==> config.mk <==
export PLATFORM = sky130hd
export DESIGN_NAME = ifetch_prefetch
export DESIGN_NICKNAME = d
export VERILOG_FILES = /design/src/rtl/ifetch_prefetch.sv
export SDC_FILE = /design/constraint.sdc
export NUM_CORES = 1
export LEC_CHECK = 0
export CAP_MARGIN = 25
export CELL_PAD_IN_SITES_DETAIL_PLACEMENT = 1
export CELL_PAD_IN_SITES_GLOBAL_PLACEMENT = 1
export CORE_MARGIN = 2
export CORE_UTILIZATION = 47
export DETAILED_ROUTE_END_ITERATION = 10
export GPL_TIMING_DRIVEN = 0
export PLACE_DENSITY = 0.85
export SLEW_MARGIN = 25
export SYNTH_ARGS = -nofsm -noshare
export SYNTH_HDL_FRONTEND = slang
export SYNTH_SLANG_ARGS = --single-unit
==> constraint.sdc <==
create_clock -name clk_i -period 4.8 [get_ports clk_i]
set_input_delay 0.48 -clock clk_i [delete_from_list [all_inputs] [get_ports clk_i]]
set_output_delay 0.48 -clock clk_i [all_outputs]
set_load 0.1 [all_outputs]
==> src/rtl/ifetch_prefetch.sv <==
// ----------------------------------------------------------------------------
// ifetch_prefetch
//
// Instruction prefetch unit between the core's IF stage and the instruction
// memory bus. It issues word fetches on a request/ready bus and receives
// responses in order, with variable latency. Returned words go into a small
// FIFO as {pc, instr} pairs. IF drains that FIFO over a valid/ready handshake.
// A redirect flushes the FIFO, marks every in-flight response for discard,
// and restarts fetching at the new PC.
//
// Parameters
//   DEPTH     FIFO entries and maximum outstanding requests (power of two, >=2)
//   RESET_PC  first fetch address after reset
//
// Ports
//   clk_i            clock, rising edge
//   reset_ni         asynchronous active-low reset
//   instr_valid_o    FIFO head valid
//   instr_o          instruction word at FIFO head
//   instr_pc_o       PC of instr_o
//   instr_ready_i    IF consumes the head this cycle
//   redirect_i       flush and restart fetch at redirect_pc_i
//   redirect_pc_i    new fetch PC (bits [1:0] ignored)
//   mem_req_valid_o  fetch request valid
//   mem_req_addr_o   word-aligned fetch address
//   mem_req_ready_i  memory accepts the request
//   mem_rsp_valid_i  response word valid (in request order)
//   mem_rsp_data_i   response word
// ----------------------------------------------------------------------------
module ifetch_prefetch #(
  parameter int unsigned DEPTH    = 4,
  parameter logic [31:0] RESET_PC = 32'h0001_0000
) (
  input  logic        clk_i,
  input  logic        reset_ni,
  output logic        instr_valid_o,
  output logic [31:0] instr_o,
  output logic [31:0] instr_pc_o,
  input  logic        instr_ready_i,
  input  logic        redirect_i,
  input  logic [31:0] redirect_pc_i,
  output logic        mem_req_valid_o,
  output logic [31:0] mem_req_addr_o,
  input  logic        mem_req_ready_i,
  input  logic        mem_rsp_valid_i,
  input  logic [31:0] mem_rsp_data_i
);

  localparam int unsigned AW = $clog2(DEPTH);
  localparam int unsigned CW = AW + 1;

  localparam logic [CW-1:0] CNT_ONE   = CW'(1);
  localparam logic [AW-1:0] PTR_ONE   = AW'(1);
  localparam logic [CW:0]   DEPTH_EXT = (CW + 1)'(DEPTH);

  // --------------------------------------------------------------------------
  // State
  // --------------------------------------------------------------------------
  logic [31:0]   fetch_pc_reg, fetch_pc_next;
  logic [CW-1:0] count_reg, count_next;
  logic [CW-1:0] outstanding_reg, outstanding_next;
  logic [CW-1:0] discard_reg, discard_next;
  logic [AW-1:0] rd_ptr_reg, rd_ptr_next;
  logic [AW-1:0] wr_ptr_reg, wr_ptr_next;
  logic [AW-1:0] tag_rd_ptr_reg, tag_rd_ptr_next;
  logic [AW-1:0] tag_wr_ptr_reg, tag_wr_ptr_next;

  // Low for the first edge after reset release. This keeps the request line
  // quiet while reset is asserted, and the flag is itself registered state.
  logic          req_en_reg;

  // Per-entry storage. The entries are built in the generate loops below and
  // collected here for the read muxes.
  logic [DEPTH-1:0][31:0] fifo_pc_w;
  logic [DEPTH-1:0][31:0] fifo_instr_w;
  logic [DEPTH-1:0][31:0] tag_pc_w;

  // --------------------------------------------------------------------------
  // Handshake decode
  // --------------------------------------------------------------------------
  logic [CW:0] credit_used;
  logic        req_fire;
  logic        rsp_take;
  logic        rsp_keep;
  logic        rsp_drop;
  logic        pop;
  logic [31:0] tag_head;

  // The two low address bits of a redirect target are don't-care.
  logic unused_redirect_lsbs;
  assign unused_redirect_lsbs = ^redirect_pc_i[1:0];

  // A request is issued only when a FIFO slot is reserved for its response.
  // That way an accepted response can always be written.
  assign credit_used     = {1'b0, count_reg} + {1'b0, outstanding_reg};
  assign mem_req_valid_o = req_en_reg & (credit_used < DEPTH_EXT);
  assign mem_req_addr_o  = fetch_pc_reg;

  assign req_fire = mem_req_valid_o & mem_req_ready_i;
  // A response with nothing outstanding is a protocol error and is ignored.
  assign rsp_take = mem_rsp_valid_i & (outstanding_reg != '0);
  // A response that arrives in a redirect cycle belongs to the old stream.
  // It is consumed here and never written to the FIFO.
  assign rsp_keep = rsp_take & (discard_reg == '0) & ~redirect_i;
  assign rsp_drop = rsp_take & (discard_reg != '0);
  assign pop      = instr_valid_o & instr_ready_i;
  assign tag_head = tag_pc_w[tag_rd_ptr_reg];

  assign instr_valid_o = (count_reg != '0);
  assign instr_o       = fifo_instr_w[rd_ptr_reg];
  assign instr_pc_o    = fifo_pc_w[rd_ptr_reg];

  // --------------------------------------------------------------------------
  // Next-state logic
  // --------------------------------------------------------------------------
  always_comb begin
    fetch_pc_next = fetch_pc_reg;
    if (req_fire) begin
      fetch_pc_next = fetch_pc_reg + 32'd4;
    end
    if (redirect_i) begin
      fetch_pc_next = {redirect_pc_i[31:2], 2'b00};
    end

    outstanding_next = outstanding_reg;
    if (req_fire && !rsp_take) begin
      outstanding_next = outstanding_reg + CNT_ONE;
    end else if (!req_fire && rsp_take) begin
      outstanding_next = outstanding_reg - CNT_ONE;
    end

    // After a flush, every request still in flight must be dropped. This
    // count includes a request accepted in the redirect cycle, and excludes a
    // response consumed in that same cycle.
    discard_next = discard_reg;
    if (redirect_i) begin
      discard_next = outstanding_next;
    end else if (rsp_drop) begin
      discard_next = discard_reg - CNT_ONE;
    end

    count_next = count_reg;
    if (redirect_i) begin
      count_next = '0;
    end else if (rsp_keep && !pop) begin
      count_next = count_reg + CNT_ONE;
    end else if (pop && !rsp_keep) begin
      count_next = count_reg - CNT_ONE;
    end

    rd_ptr_next = rd_ptr_reg;
    if (redirect_i) begin
      rd_ptr_next = wr_ptr_reg;
    end else if (pop) begin
      rd_ptr_next = rd_ptr_reg + PTR_ONE;
    end

    wr_ptr_next = wr_ptr_reg;
    if (rsp_keep) begin
      wr_ptr_next = wr_ptr_reg + PTR_ONE;
    end

    tag_wr_ptr_next = tag_wr_ptr_reg;
    if (req_fire) begin
      tag_wr_ptr_next = tag_wr_ptr_reg + PTR_ONE;
    end

    tag_rd_ptr_next = tag_rd_ptr_reg;
    if (rsp_take) begin
      tag_rd_ptr_next = tag_rd_ptr_reg + PTR_ONE;
    end
  end

  // --------------------------------------------------------------------------
  // Control registers
  // --------------------------------------------------------------------------
  always_ff @(posedge clk_i or negedge reset_ni) begin
    if (!reset_ni) begin
      fetch_pc_reg    <= RESET_PC;
      count_reg       <= '0;
      outstanding_reg <= '0;
      discard_reg     <= '0;
      rd_ptr_reg      <= '0;
      wr_ptr_reg      <= '0;
      tag_rd_ptr_reg  <= '0;
      tag_wr_ptr_reg  <= '0;
      req_en_reg      <= 1'b0;
    end else begin
      fetch_pc_reg    <= fetch_pc_next;
      count_reg       <= count_next;
      outstanding_reg <= outstanding_next;
      discard_reg     <= discard_next;
      rd_ptr_reg      <= rd_ptr_next;
      wr_ptr_reg      <= wr_ptr_next;
      tag_rd_ptr_reg  <= tag_rd_ptr_next;
      tag_wr_ptr_reg  <= tag_wr_ptr_next;
      req_en_reg      <= 1'b1;
    end
  end

  // --------------------------------------------------------------------------
  // FIFO entries and request PC tags. These are reset so that the head
  // outputs read zero while reset is asserted.
  // --------------------------------------------------------------------------
  genvar gi;
  generate
    for (gi = 0; gi < DEPTH; gi++) begin : g_fifo
      logic [31:0] pc_reg;
      logic [31:0] instr_reg;

      always_ff @(posedge clk_i or negedge reset_ni) begin
        if (!reset_ni) begin
          pc_reg    <= '0;
          instr_reg <= '0;
        end else if (rsp_keep && (wr_ptr_reg == AW'(gi))) begin
          pc_reg    <= tag_head;
          instr_reg <= mem_rsp_data_i;
        end
      end

      assign fifo_pc_w[gi]    = pc_reg;
      assign fifo_instr_w[gi] = instr_reg;
    end

    for (gi = 0; gi < DEPTH; gi++) begin : g_tag
      logic [31:0] tag_reg;

      always_ff @(posedge clk_i or negedge reset_ni) begin
        if (!reset_ni) begin
          tag_reg <= '0;
        end else if (req_fire && (tag_wr_ptr_reg == AW'(gi))) begin
          tag_reg <= fetch_pc_reg;
        end
      end

      assign tag_pc_w[gi] = tag_reg;
    end
  endgenerate

endmodule

After elaboration in Yosys (flattened, before gate mapping)
Index checks and enable logic that the tools add are counted.
Operators by class
  multiplexer cells: 17
  bitwise operators: 8
  $add $sub $neg: 11
  reduce and logical (&&, ||, !) cells: 26
  $lt $le $gt $ge: 3
  equality and inequality tests: 6
Operators with widths (number)
  $bmux 32 s2: 3
  $mux 32: 5
  $add 32x3->32 const B: 1
  $mux 3: 7
  $logic_and 1x1->1: 12
  $reduce_bool 3->1: 4
  $sub 3x1->3 const B: 3
  $add 2x1->2 const B: 4
  $eq 2x2->1 const B: 4
  $and 1x1->1: 7
  $add 3x1->3 const B: 2
  $lt 2x3->1 const B: 2
  $reduce_bool 2->1: 3
  $add 3x3->4: 1
  $eq 2x1->1 const B: 2
  $logic_not 1->1: 4
  $logic_not 2->1: 2
  $lt 4x3->1 const B: 1
  $mux 2: 2
  $logic_not 3->1: 1
  $not 1->1: 1
Storage, ports and cells
  word-level logic and storage cells: 92
  register bits after elaboration: 434
  output and inout port bits: 98
  input bits: 70

Depth between registers and ports, before layout
Gate-level depths: netlist of run 1.
  depth in word-level cells: 9
  mapped depth: 11
  gate-level depth less buffers: 10

Least setup slack after synthesis of run 1
No wires, ideal clock.
  path type: register -> register
  start: register fetch_pc_reg[12] (netlist: mem_req_addr_o[12])
  end: register fetch_pc_reg[24] (netlist: mem_req_addr_o[24])
  setup time: 0.082 ns
  path buffers: 2
  setup slack: 2.181 ns
  cell stages (with the launch flop): 7
  clock period less this slack: 2.619 ns
  arrival time: 2.537 ns
  data required time: 4.718 ns
  cell sequence: dfrtp_1 -> clkbuf_1 -> and4_1 -> clkbuf_1 -> nand4_1 -> or4_1 -> a31oi_1
Between the ends
  longest elaborated chain between the ends: 3
Ends and longest elaborated chain
  start, declared: line 59  | logic [31:0] fetch_pc_reg, fetch_pc_next;
  start signal, assigned: line 189  | fetch_pc_reg <= fetch_pc_next;
  $add 32x3->32: line 119  | fetch_pc_next = fetch_pc_reg + 32'd4;
  $mux 32: line 118  | if (req_fire) begin
  $mux 32: line 121  | if (redirect_i) begin
Every way passes these cells. The select of a mux whose other input is x is not followed.
A chain may end at the register's enable or synchronous reset.

Worst setup path after layout of run 1
  start: register rd_ptr_reg[0]
  end: output port instr_o[11]
Between the ends
  longest elaborated chain between the ends: 2
Ends and longest elaborated chain
  start, declared: line 63  | logic [AW-1:0] rd_ptr_reg, rd_ptr_next;
  start signal, assigned: line 193  | rd_ptr_reg <= rd_ptr_next;
  $bmux 32 s2: line 110  | assign instr_o = fifo_instr_w[rd_ptr_reg];
  $mux 32 (not written as such): line 110
  end, declared: line 37  | output logic [31:0] instr_o,
Every way passes these cells. The select of a mux whose other input is x is not followed.

==> out/metrics.cfg, run 1 <==
[cts]
cts.htree.levels = 2
cts.sinks = 416
cts-hold-fix-buffers = 1
cts_resized = 0
cts_setup_buffers = 0
insertion_delay_ns = 0.56
clockBufferDepth = 3
cts.clk_slew.worst_paths_ns = 0.06
cts_tree = built
cts_root_buf = clkbuf_16
cts_buffers = 45

[layout]
area_delta_synth_final_pct = 21.1
final_cells = 2026
layout_commonest_cell = dfrtp_1
n_antenna_cell = 0
final_cell_mix = dfrtp_1, mux2_2, clkdlybuf4s50_1, mux4_2, clkbuf_1
drive_gt1_frac = 0.370
final_nets = 1558
finalCoreUtilization = 0.576
largest_reg_flops = 128

[grt]
overflow = 0
grt_use_total = 0.239
grt_pass1_wl_mm = 77.2
antenna_found_initial = 0
grt_pass1_vias = 13630
grt_max_degree = 94

[yosys]
ys_top_cells_by_area = dfrtp_1, mux2_2, mux4_2, clkbuf_1, ha_1
synth-xor-area-share = 0.00743
synth_adder_area_share = 0.0117
ys_seq_elements = 416
synth_top_family_by_area = multiplexers
syn_inst = 1254
ys.flop_type = dfrtp_1
synth_top_cell_by_area = dfrtp_1
synth_edf_count = 0
ys_types = 56
synthMuxAreaShare = 0.334
async_flop_share = 1.00
netlist_area_um2 = 18800
ys_seq_area_frac = 0.552
yosys_warnings = 0
synth_compound_area_frac = 0.0252
synth-simple-area-share = 0.0447
synth_top_area_frac = 0.551
avgSynthCellArea_um2 = 15.0

[timing]
fin_tns_setup_ns = 0
setup_viol = 0
slew_viol_final = 0
period_share = 0.911
hold_violations = 0
slew_headroom = 0.273
clock_skew_ns = 0.0192
worstMarginPinSlew_ns = 1.09
grt_setup_unrepaired = false
fmax_mhz = 229
post-route-min-period_ns = 4.37

[placed_design]
hpwl_mm = 33.3
placed_cells_incl_taps = 1948
globalplace.congestion = 0.878
numPortBuffers = 161

[routing]
drtIter0Drc = 432
dr.pass1.iters = 4
drt_wl_total_mm = 48.5
ant_nets = 0
dr_total_vias = 11860
wl_per_cell_um = 23.9
drc = 0
via_per_inst = 5.85

[outcome]
status = finished, final reports clean

[setup_path]
cp_data_arrival_time_ns = 3.89
crit_required_ns = 4.32
cp-end-kind = output port
crit_type = register to output port
critPathMaxStageDelay_ns = 0.99
cpMaxStageDelayCell = clkdlybuf4s50_1
ff2ff_path_depth = 9
cp_cell_sequence = clkbuf_1 > buf_1 > mux4_2 > clkdlybuf4s50_1
crit_path_start_kind = register
cp_max_fo = 10

[run]
max_cap_viol_count = 0

[floorplan]
fp.dieArea_um2 = 41700
num_io_pins = 168
core_area_um2 = 39600
rows = 73
fp.dieW_um = 204
initial_utilization = 0.476
die_height_um = 204

[power_and_ir_drop]
power.leakage_nw = 10.3
power_mw = 16.2
ir_drop_mv = 0.547
p_per_area_nw_per_um2 = 711

[min_path]
hp-class = primary input to asynchronous set/reset pin

==> final timing paths <==
| check | start | endpoint | slack, ns |
|---|---|---|---|
| min in group clk_i | redirect_pc_i[10] | mem_req_addr_o[10]$_DFFE_PN0P_ | 0.49 |
| worst max-delay path | rd_ptr_reg[0]$_DFFE_PN0P_ | instr_o[11] | 0.43 |
| worst min register to register | g_fifo[2].instr_reg[22]$_DFFE_PN0P_ | g_fifo[2].instr_reg[22]$_DFFE_PN0P_ | 0.50 |
| worst min-delay path | reset_ni | mem_req_addr_o[15]$_DFFE_PN0P_ | 0.38 |
| worst max register to register | outstanding_reg[0]$_DFF_PN0_ | g_fifo[1].instr_reg[31]$_DFFE_PN0P_ | 1.27 |
| max in group asynchronous | reset_ni | g_fifo[0].instr_reg[7]$_DFFE_PN0P_ | 2.89 |
==> metrics by stage <==
stage	hold slack (ns)	cell area [um^2]	worst slack [ns]
after floorplan	0.184	18900	2.18
after global placement	0.481	21100	-14.46
after detailed placement	0.373	21300	0.908
after CTS	0.366	22800	0.295
after global routing	0.395	22800	0.163
final	0.381	22800	0.425
==> cell usage after synthesis (all sizes together), types with 5 or more instances <==
cell type	count
nor2	21
nand4	13
nor2b	5
nand3	16
or4	16
o21ai	17
nor3	5
or3	6
mux2	372
a31oi	16
and4	6
and3	6
buf	24
xnor2	14
clkbuf	72
ha	16
nand2	38
inv	19
nor4	5
o31ai	16
mux4	92
dfrtp	415
==> cell families after synthesis <==
family                     count (synthesis)
AOI/OAI and AO/OA                         70
xor gates and xnor gates                  16
adders and majority gates                 17
buffers and inverters                    116
DFF                                      416
muxes                                    467
other                                      2
and+or+nand+nor                          150
==> worst max-delay path, delay by kind of cell (launching register included) <==
| family | cells | cell delay [ns] |
|---|---|---|
| buf+inv | 3 | 2.38 |
| flops | 1 | 0.33 |
| mux | 1 | 0.64 |
==> layout make-up <==
class	count	area (um^2)
Tap cell	525	657
Sequential cell	416	10400
Clock inverter	17	288
Inverter	20	75.1
Timing Repair Buffer	167	1760
Fill cell	3726	16800
Buffer	96	389
Clock buffer	60	1260
Multi-Input combinational cell	725	7990
==> power by group <==
part           internal, mW  switching [mW]
combinational          2.72            4.26
sequential             4.82           0.775
clock                  2.26            1.39
==> routing by layer <==
layer / GRT usage / up-vias / part of all wire
met3: 0.0301 / 76 / 0.039
li1: - / 5108 / -
met4: 0.0820 / 0 / 0.027
met1: 0.302 / 6356 / 0.42
met2: 0.425 / 320 / 0.52
met5: 0 / - / 0
Note: power is estimated with default switching activity, not from simulation.
==> run 2, diff against run 1 <==
--- a/config.mk
+++ b/config.mk
@@ -12,8 +12,8 @@
 export CORE_UTILIZATION = 47
 export DETAILED_ROUTE_END_ITERATION = 10
 export GPL_TIMING_DRIVEN = 0
-export PLACE_DENSITY = 0.85
-export SLEW_MARGIN = 25
+export PLACE_DENSITY = 0.87
+export SLEW_MARGIN = 0
 export SYNTH_ARGS = -nofsm -noshare
 export SYNTH_HDL_FRONTEND = slang
 export SYNTH_SLANG_ARGS = --single-unit
==> run 2 against run 1 <==
  * Sequential share of layout area rose by 0.29 points
  * Highest routed layer unchanged
  * Final area down 0.63%
  * Total power is 0.79% lower
  * Global-route usage up 0.58 points
  * Wire length rose by 2.9%
  * Non-clock buffer count is 2 higher
  * Largest power group unchanged
  * Register-to-register slack got worse by 0.09 ns
  * Via count shrank 0.76%
  * Final cell count hardly changed
  * Combinational power increased by 1%
==> out/metrics.cfg, run 2 (synthesis results as in run 1) <==
[setup_path]
cp_data_arrival_time_ns = 3.93  ; +0.04 ns
cp_max_fo = 10  ; unchanged
crit_type = register to output port
crit_buf_inv = 3  ; unchanged
cp-end-kind = output port
ff2ff_path_depth = 9  ; unchanged
startpoint = rd_ptr_reg[0]$_DFFE_PN0P_
timing.rr.start = outstanding_reg[0]$_DFF_PN0_
critPathMaxStageDelay_ns = 1.00  ; about the same
cp_cell_sequence = clkbuf_1 > buf_1 > mux4_2 > clkdlybuf4s50_1
crit_required_ns = 4.32  ; about the same
cpMaxStageDelayCell = clkdlybuf4s50_1
crit_path_start_kind = register
worstSetupPathDepth = 4  ; unchanged
crit_family = buffers and inverters

[routing]
wl_per_cell_um = 24.6  ; +2.8%
via_per_inst = 5.81  ; -0.81%
dr.pass1.iters = 4  ; unchanged
ant_nets = 0  ; unchanged
drtIter0Drc = 568  ; +31%
drc = 0  ; unchanged
dr_total_vias = 11770  ; -0.76%
drt_wl_total_mm = 49.9  ; +2.9%

[layout]
fillers = 3721  ; -0.13%
area_delta_synth_final_pct = 20.4
register_area_um2 = 10400  ; unchanged
final_nets = 1560  ; +0.13%
final_cells = 2027  ; +0.049%
largest_reg_flops = 128  ; unchanged
layout_commonest_cell = dfrtp_1
final_cell_mix = dfrtp_1, mux2_2, clkdlybuf4s50_1, mux4_2, clkbuf_1
drive_gt1_frac = 0.362  ; -0.00824
multi_input_area_um2 = 7990  ; unchanged
n_antenna_cell = 0  ; unchanged

[floorplan]
num_io_pins = 168  ; unchanged
die_height_um = 204  ; unchanged
core_area_um2 = 39600  ; unchanged
fp.dieW_um = 204  ; unchanged
fp.dieArea_um2 = 41700  ; unchanged
initial_utilization = 0.476  ; unchanged
rows = 73  ; unchanged

[timing]
hold_violations = 0  ; unchanged
setup_viol = 0  ; unchanged
fmax_mhz = 227  ; -0.82%
slew_viol_final = 0  ; unchanged
slew_headroom = 0.277  ; +0.00376
post-route-min-period_ns = 4.41  ; +0.0364 ns
grt_setup_unrepaired = false
period_share = 0.919  ; +0.00758
clock_skew_ns = 0.0165  ; -0.00264 ns
worstMarginPinSlew_ns = 1.08  ; -0.00563 ns

[grt]
overflow = 0  ; unchanged
grt_pass1_wl_mm = 78.6  ; +1.9%
antenna_found_initial = 0  ; unchanged
grt_max_degree = 120  ; +28%
grt_use_total = 0.245  ; +0.00579
grt_pass1_vias = 13548  ; -0.60%

[cts]
cts_resized = 0  ; unchanged
cts_root_buf = clkbuf_16
cts_buffers = 45  ; unchanged
cts.htree.levels = 2  ; unchanged
cts_tree = built
cts_setup_buffers = 0  ; unchanged
cts.clk_slew.worst_paths_ns = 0.06  ; about the same
insertion_delay_ns = 0.56  ; about the same
cts.sinks = 416  ; unchanged
clockBufferDepth = 3  ; unchanged

[placed_design]
globalplace.congestion = 0.839  ; -4.4%
placed_cells_incl_taps = 1948  ; unchanged
numPortBuffers = 161  ; unchanged
hpwl_mm = 32.7  ; -1.8%

[power_and_ir_drop]
combPwrFrac = 0.439  ; +0.009
swShare = 0.405  ; +0.00861
p_clk_frac = 0.211  ; -0.014
p_per_area_nw_per_um2 = 710  ; -0.16%
power.leakage_nw = 10.2  ; -0.80%
p_int_mw = 9.59  ; -2.2%
p_switching_mw = 6.52  ; +1.4%
seq_power_share = 0.350  ; +0.005
ir_drop_mv = 0.601  ; +10%
power_mw = 16.1  ; -0.79%

[min_path]
hp-class = primary input to register
hp-start = redirect_pc_i[16]
min_path_cells = 3

[run]
max_cap_viol_count = 0  ; unchanged

[outcome]
status = finished, final reports clean

==> run 2: path summary, 6_finish.rpt <==
| kind | to | slack, ns |
|---|---|---|
| max in group asynchronous | g_fifo[1].pc_reg[7]$_DFFE_PN0P_ | 2.75 |
| worst min-delay path | mem_req_addr_o[16]$_DFFE_PN1P_ | 0.47 |
| min in group asynchronous | g_tag[2].tag_reg[15]$_DFFE_PN0P_ | 0.51 |
| worst max register to register | g_fifo[2].pc_reg[10]$_DFFE_PN0P_ | 1.18 |
| worst max-delay path | instr_pc_o[24] | 0.39 |
| worst min register to register | g_fifo[3].pc_reg[7]$_DFFE_PN0P_ | 0.50 |
==> run 2: area by class of cell <==
type | instances | area share
multi-input cells | 725 | 0.352
clock buffers | 70 | 0.0573
flip-flops and latches | 416 | 0.459
well taps | 525 | 0.0289
inverters | 20 | 0.00331
clock inverters | 6 | 0.00463
repair buffers | 169 | 0.0780
plain buffers | 96 | 0.0170
==> run 2: worst min-delay path, cell delays in order <==
cell,delay (ns)
clkdlybuf4s50_1,0.40
nor2_1,0.09
a31oi_1,0.05
==> run 2: timing repair <==
| action | in CTS | in global routing |
|---|---|---|
| endpoints found under the hold margin | 56 | 0 |
| setup endpoints to repair | 0 | 0 |
| hold buffers | 1 | 0 |
==> run 2: per-layer routing <==
layer	track usage	part of all wire	vias to the layer above
met5	0	0	-
met4	0.0699	0.023	0
met3	0.0381	0.038	79
met2	0.425	0.51	295
met1	0.320	0.43	6292
li1	-	-	5104
==> run 2: per-stage QoR <==
| stage | worst slack, ns | TNS [ns] | hold WS, ns | instance area [um^2] | util |
|---|---|---|---|---|---|
| global placement | -14.26 | -5911.90 | 0.481 | 21100 | 0.533 |
| finish | 0.389 | 0 | 0.472 | 22700 | 0.572 |
| detailed placement | 0.959 | 0 | 0.489 | 21200 | 0.536 |
| global route | 0.196 | 0 | 0.483 | 22700 | 0.572 |
| CTS | 0.267 | 0 | 0.445 | 22700 | 0.572 |
| floorplan | 2.18 | 0 | 0.184 | 18900 | - |
==> run 2: power groups by stage <==
stage	Sequential (mW)	Combinational [mW]	Clock, mW
after floorplan	5.50	5.21	0
after global placement	5.47	6.72	0
after detailed placement	5.60	7.00	0
after CTS	5.62	7.10	3.47
after global routing	5.78	7.46	3.59
final	5.64	7.07	3.40
==> run 3, diff against run 2 <==
--- a/config.mk
+++ b/config.mk
@@ -5,6 +5,7 @@
 export SDC_FILE = /design/constraint.sdc
 export NUM_CORES = 1
 export LEC_CHECK = 0
+export ABC_AREA = 1
 export CAP_MARGIN = 25
 export CELL_PAD_IN_SITES_DETAIL_PLACEMENT = 1
 export CELL_PAD_IN_SITES_GLOBAL_PLACEMENT = 1
@@ -12,8 +13,10 @@
 export CORE_UTILIZATION = 47
 export DETAILED_ROUTE_END_ITERATION = 10
 export GPL_TIMING_DRIVEN = 0
-export PLACE_DENSITY = 0.87
+export PLACE_DENSITY = 0.91
+export SETUP_SLACK_MARGIN = 0.3
 export SLEW_MARGIN = 0
 export SYNTH_ARGS = -nofsm -noshare
 export SYNTH_HDL_FRONTEND = slang
 export SYNTH_SLANG_ARGS = --single-unit
+export TNS_END_PERCENT = 10
==> run 3 against run 2 <==
  * First-iteration DRC count is 140% higher
  * Core utilization shrank 0.54 points
  * Clock skew grew 0.016 ns
  * Critical path type unchanged
  * Largest cell class unchanged
  * Largest power group unchanged
  * Highest routed layer unchanged
==> out/metrics.cfg, run 3 <==
[setup_path]
timing.rr.start = count_reg[2]$_DFFE_PN0P_
crit_required_ns = 4.32  ; about the same
critPathMaxStageDelay_ns = 1.26  ; +0.26 ns
ff2ff_path_depth = 10  ; +1
r2r_end = g_tag[3].tag_reg[7]$_DFFE_PN0P_
crit_type = register to output port
cp_data_arrival_time_ns = 4.02  ; +0.09 ns
cp_max_fo = 10  ; unchanged
r2r_slack_ns = 2.18  ; +1.00 ns
crit_path_start_kind = register
cp-end-kind = output port
worst_path_most_repeated_cell = clkbuf_1
cp_cell_sequence = buf_2 > clkbuf_1 > clkbuf_1 > nor2_1 > o22ai_1 > clkdlybuf4s50_1
cpMaxStageDelayCell = clkdlybuf4s50_1

[layout]
n_antenna_cell = 0  ; unchanged
fillers = 4549  ; +22%
final_cell_mix = dfrtp_1, o21ai_0, nand2_1, nor2_1, clkdlybuf4s50_1
largest_reg_flops = 128  ; unchanged
register_area_um2 = 10400  ; unchanged
finalCoreUtilization = 0.567  ; -0.00544
area_delta_synth_final_pct = 19.4
layout_commonest_cell = dfrtp_1
drive_gt1_frac = 0.163  ; -0.199
final_nets = 2244  ; +44%
final_cells = 2725  ; +34%
multi_input_area_um2 = 8420  ; +5.4%

[floorplan]
fp.dieArea_um2 = 44000  ; +5.4%
rows = 75  ; +2.7%
fp.dieW_um = 210  ; +2.6%
core_area_um2 = 41900  ; +5.6%
num_io_pins = 168  ; unchanged
initial_utilization = 0.475  ; -0.000499
die_height_um = 210  ; +2.6%

[grt]
antenna_found_initial = 0  ; unchanged
grt_use_total = 0.319  ; +0.0739
overflow = 0  ; unchanged
grt_pass1_wl_mm = 108  ; +38%
grt_max_degree = 122  ; +1.7%
grt_pass1_vias = 18524  ; +37%

[timing]
setup_viol = 0  ; unchanged
post-route-min-period_ns = 4.50  ; +0.0917 ns
slew_viol_final = 0  ; unchanged
worstMarginPinSlew_ns = 1.12  ; +0.0419 ns
hold_violations = 0  ; unchanged
period_share = 0.938  ; +0.0191
grt_setup_unrepaired = true
fmax_mhz = 222  ; -2.0%
clock_skew_ns = 0.0325  ; +0.0160 ns
slew_headroom = 0.249  ; -0.0280
finalHoldWorstSlack_ns = 0.446  ; -0.0258 ns
setup_slack_ns = 0.297  ; -0.0917 ns

[cts]
cts_setup_buffers = 0  ; unchanged
insertion_delay_ns = 0.59  ; +0.03 ns
cts_buffers = 45  ; unchanged
cts.sinks = 416  ; unchanged
clockBufferDepth = 3  ; unchanged
cts.clk_slew.worst_paths_ns = 0.06  ; about the same
cts_root_buf = clkbuf_16
cts_tree = built
cts.htree.levels = 2  ; unchanged

[yosys]
synth_top_area_frac = 0.522  ; -0.0286
ys.flop_type = dfrtp_1
synth_edf_count = 0  ; unchanged
synthTopCellsByCount = dfrtp_1, o21ai_0, nand2_1, nor2_1, mux2_4
synth_most_common_cell = dfrtp_1
avgSynthCellArea_um2 = 10.2  ; -32%
async_flop_share = 1.00  ; unchanged
ys_types = 37  ; -34%
ys_seq_elements = 416  ; unchanged
ys_seq_area_frac = 0.524  ; -0.0286
synth_top_cell_by_area = dfrtp_1
netlist_area_um2 = 19900  ; +5.5%
ys_top_cells_by_area = dfrtp_1, mux2_4, o21ai_0, mux2_2, nand2_1
yosys_warnings = 0  ; unchanged
syn_inst = 1941  ; +55%

[routing]
wl_per_cell_um = 25.5  ; +3.6%
drc = 0  ; unchanged
dr.pass1.iters = 5  ; +1
drtIter0Drc = 1388  ; +140%
via_per_inst = 6.10  ; +5.1%
drt_wl_total_mm = 69.4  ; +39%
ant_nets = 0  ; unchanged
dr_total_vias = 16625  ; +41%

[min_path]
hp-class = primary input to asynchronous set/reset pin

[power_and_ir_drop]
seq_power_share = 0.302  ; -0.048
combPwrFrac = 0.518  ; +0.079
ir_drop_mv = 0.424  ; -30%
p_clk_frac = 0.180  ; -0.031
swShare = 0.499  ; +0.0947
p_int_mw = 9.67  ; +0.83%
power.leakage_nw = 10.9  ; +6.6%
p_switching_mw = 9.65  ; +48%
power_mw = 19.3  ; +20%
p_per_area_nw_per_um2 = 814  ; +15%

[outcome]
status = finished, final reports clean

[placed_design]
numPortBuffers = 161  ; unchanged
globalplace.congestion = 0.875  ; +4.2%
hpwl_mm = 44.4  ; +36%
placed_cells_incl_taps = 2648  ; +36%
pre_cts_ws_ns = 0.998  ; +0.0393 ns

[run]
max_cap_viol_count = 0  ; unchanged

[run 3: per-layer routing]
metal  global-route usage  wire length, um  vias to the layer above
met5                    0                0                        -
li1                     -                -                     7009
met4                0.168             3400                        0
met2                0.546            34400                      805
met1                0.389            27500                     8575
met3               0.0518             4150                      236
[run 3: cell type report]
cell class	count	share of cell area
inverters	79	0.0127
clock buffers	63	0.0546
repair buffers	166	0.0733
plain buffers	120	0.0320
flip-flops and latches	416	0.439
well taps	539	0.0284
multi-input cells	1329	0.355
clock inverters	13	0.00543
[run 3: critical path: cells and delay by family (launching register included)]
family                 cells  cell delay, ns
flip-flops                 1            0.34
AO/OA/AOI/OAI              1            0.17
buffers and inverters      4            2.78
AND/OR/NAND/NOR            1            0.13
[run 3: power groups by stage]
| stage | Sequential, mW | Clock, mW | Combinational [mW] |
|---|---|---|---|
| global placement | 5.61 | 0 | 9.25 |
| floorplan | 5.80 | 0 | 6.70 |
| global route | 5.92 | 3.61 | 10.5 |
| finish | 5.83 | 3.49 | 10.0 |
| CTS | 5.77 | 3.50 | 9.93 |
| detailed placement | 5.73 | 0 | 9.67 |
[run 3: timing repair]
item,in CTS,in global routing
gates resized for setup,1,1
endpoints found under the setup margin,8,8
hold buffers,1,0
hold endpoints to repair,51,0
[run 3: cells by family (layout without fill, tap and decap cells)]
family	after synthesis	after routing	share of synthesized area
adders and majority gates	17	17	0.0111
DFF	416	416	0.524
other	2	5	0.000378
AOI/OAI and AO/OA	434	434	0.117
xor gates and xnor gates	19	19	0.00837
and+or+nand+nor	606	606	0.123
muxes	248	248	0.163
buffers and inverters	199	441	0.0532
[run 3: worst max-delay path by stage]
| stage | endpoint | slack, ns | startpoint |
|---|---|---|---|
| 2_1_floorplan | instr_o[10] | 1.75 | rd_ptr_reg[0]$_DFFE_PN0P_ |
| 4_1_cts | instr_pc_o[18] | 0.33 | rd_ptr_reg[0]$_DFFE_PN0P_ |
| 5_1_grt | instr_pc_o[22] | 0.24 | rd_ptr_reg[0]$_DFFE_PN0P_ |
| 3_5_place_dp | instr_pc_o[22] | 1.0 | rd_ptr_reg[0]$_DFFE_PN0P_ |
| 3_3_place_gp | req_en_reg$_DFF_PN0_ | -14.70 | reset_ni |
| 6_report | instr_pc_o[21] | 0.30 | rd_ptr_reg[0]$_DFFE_PN0P_ |
[run 3: metrics by stage]
stage / instance area [um^2] / TNS, ns
6_report: 23700 / 0
5_1_grt: 23700 / 0
4_1_cts: 23700 / 0
3_5_place_dp: 22300 / 0
3_3_place_gp: 22200 / -6098.34
2_1_floorplan: 19900 / 0
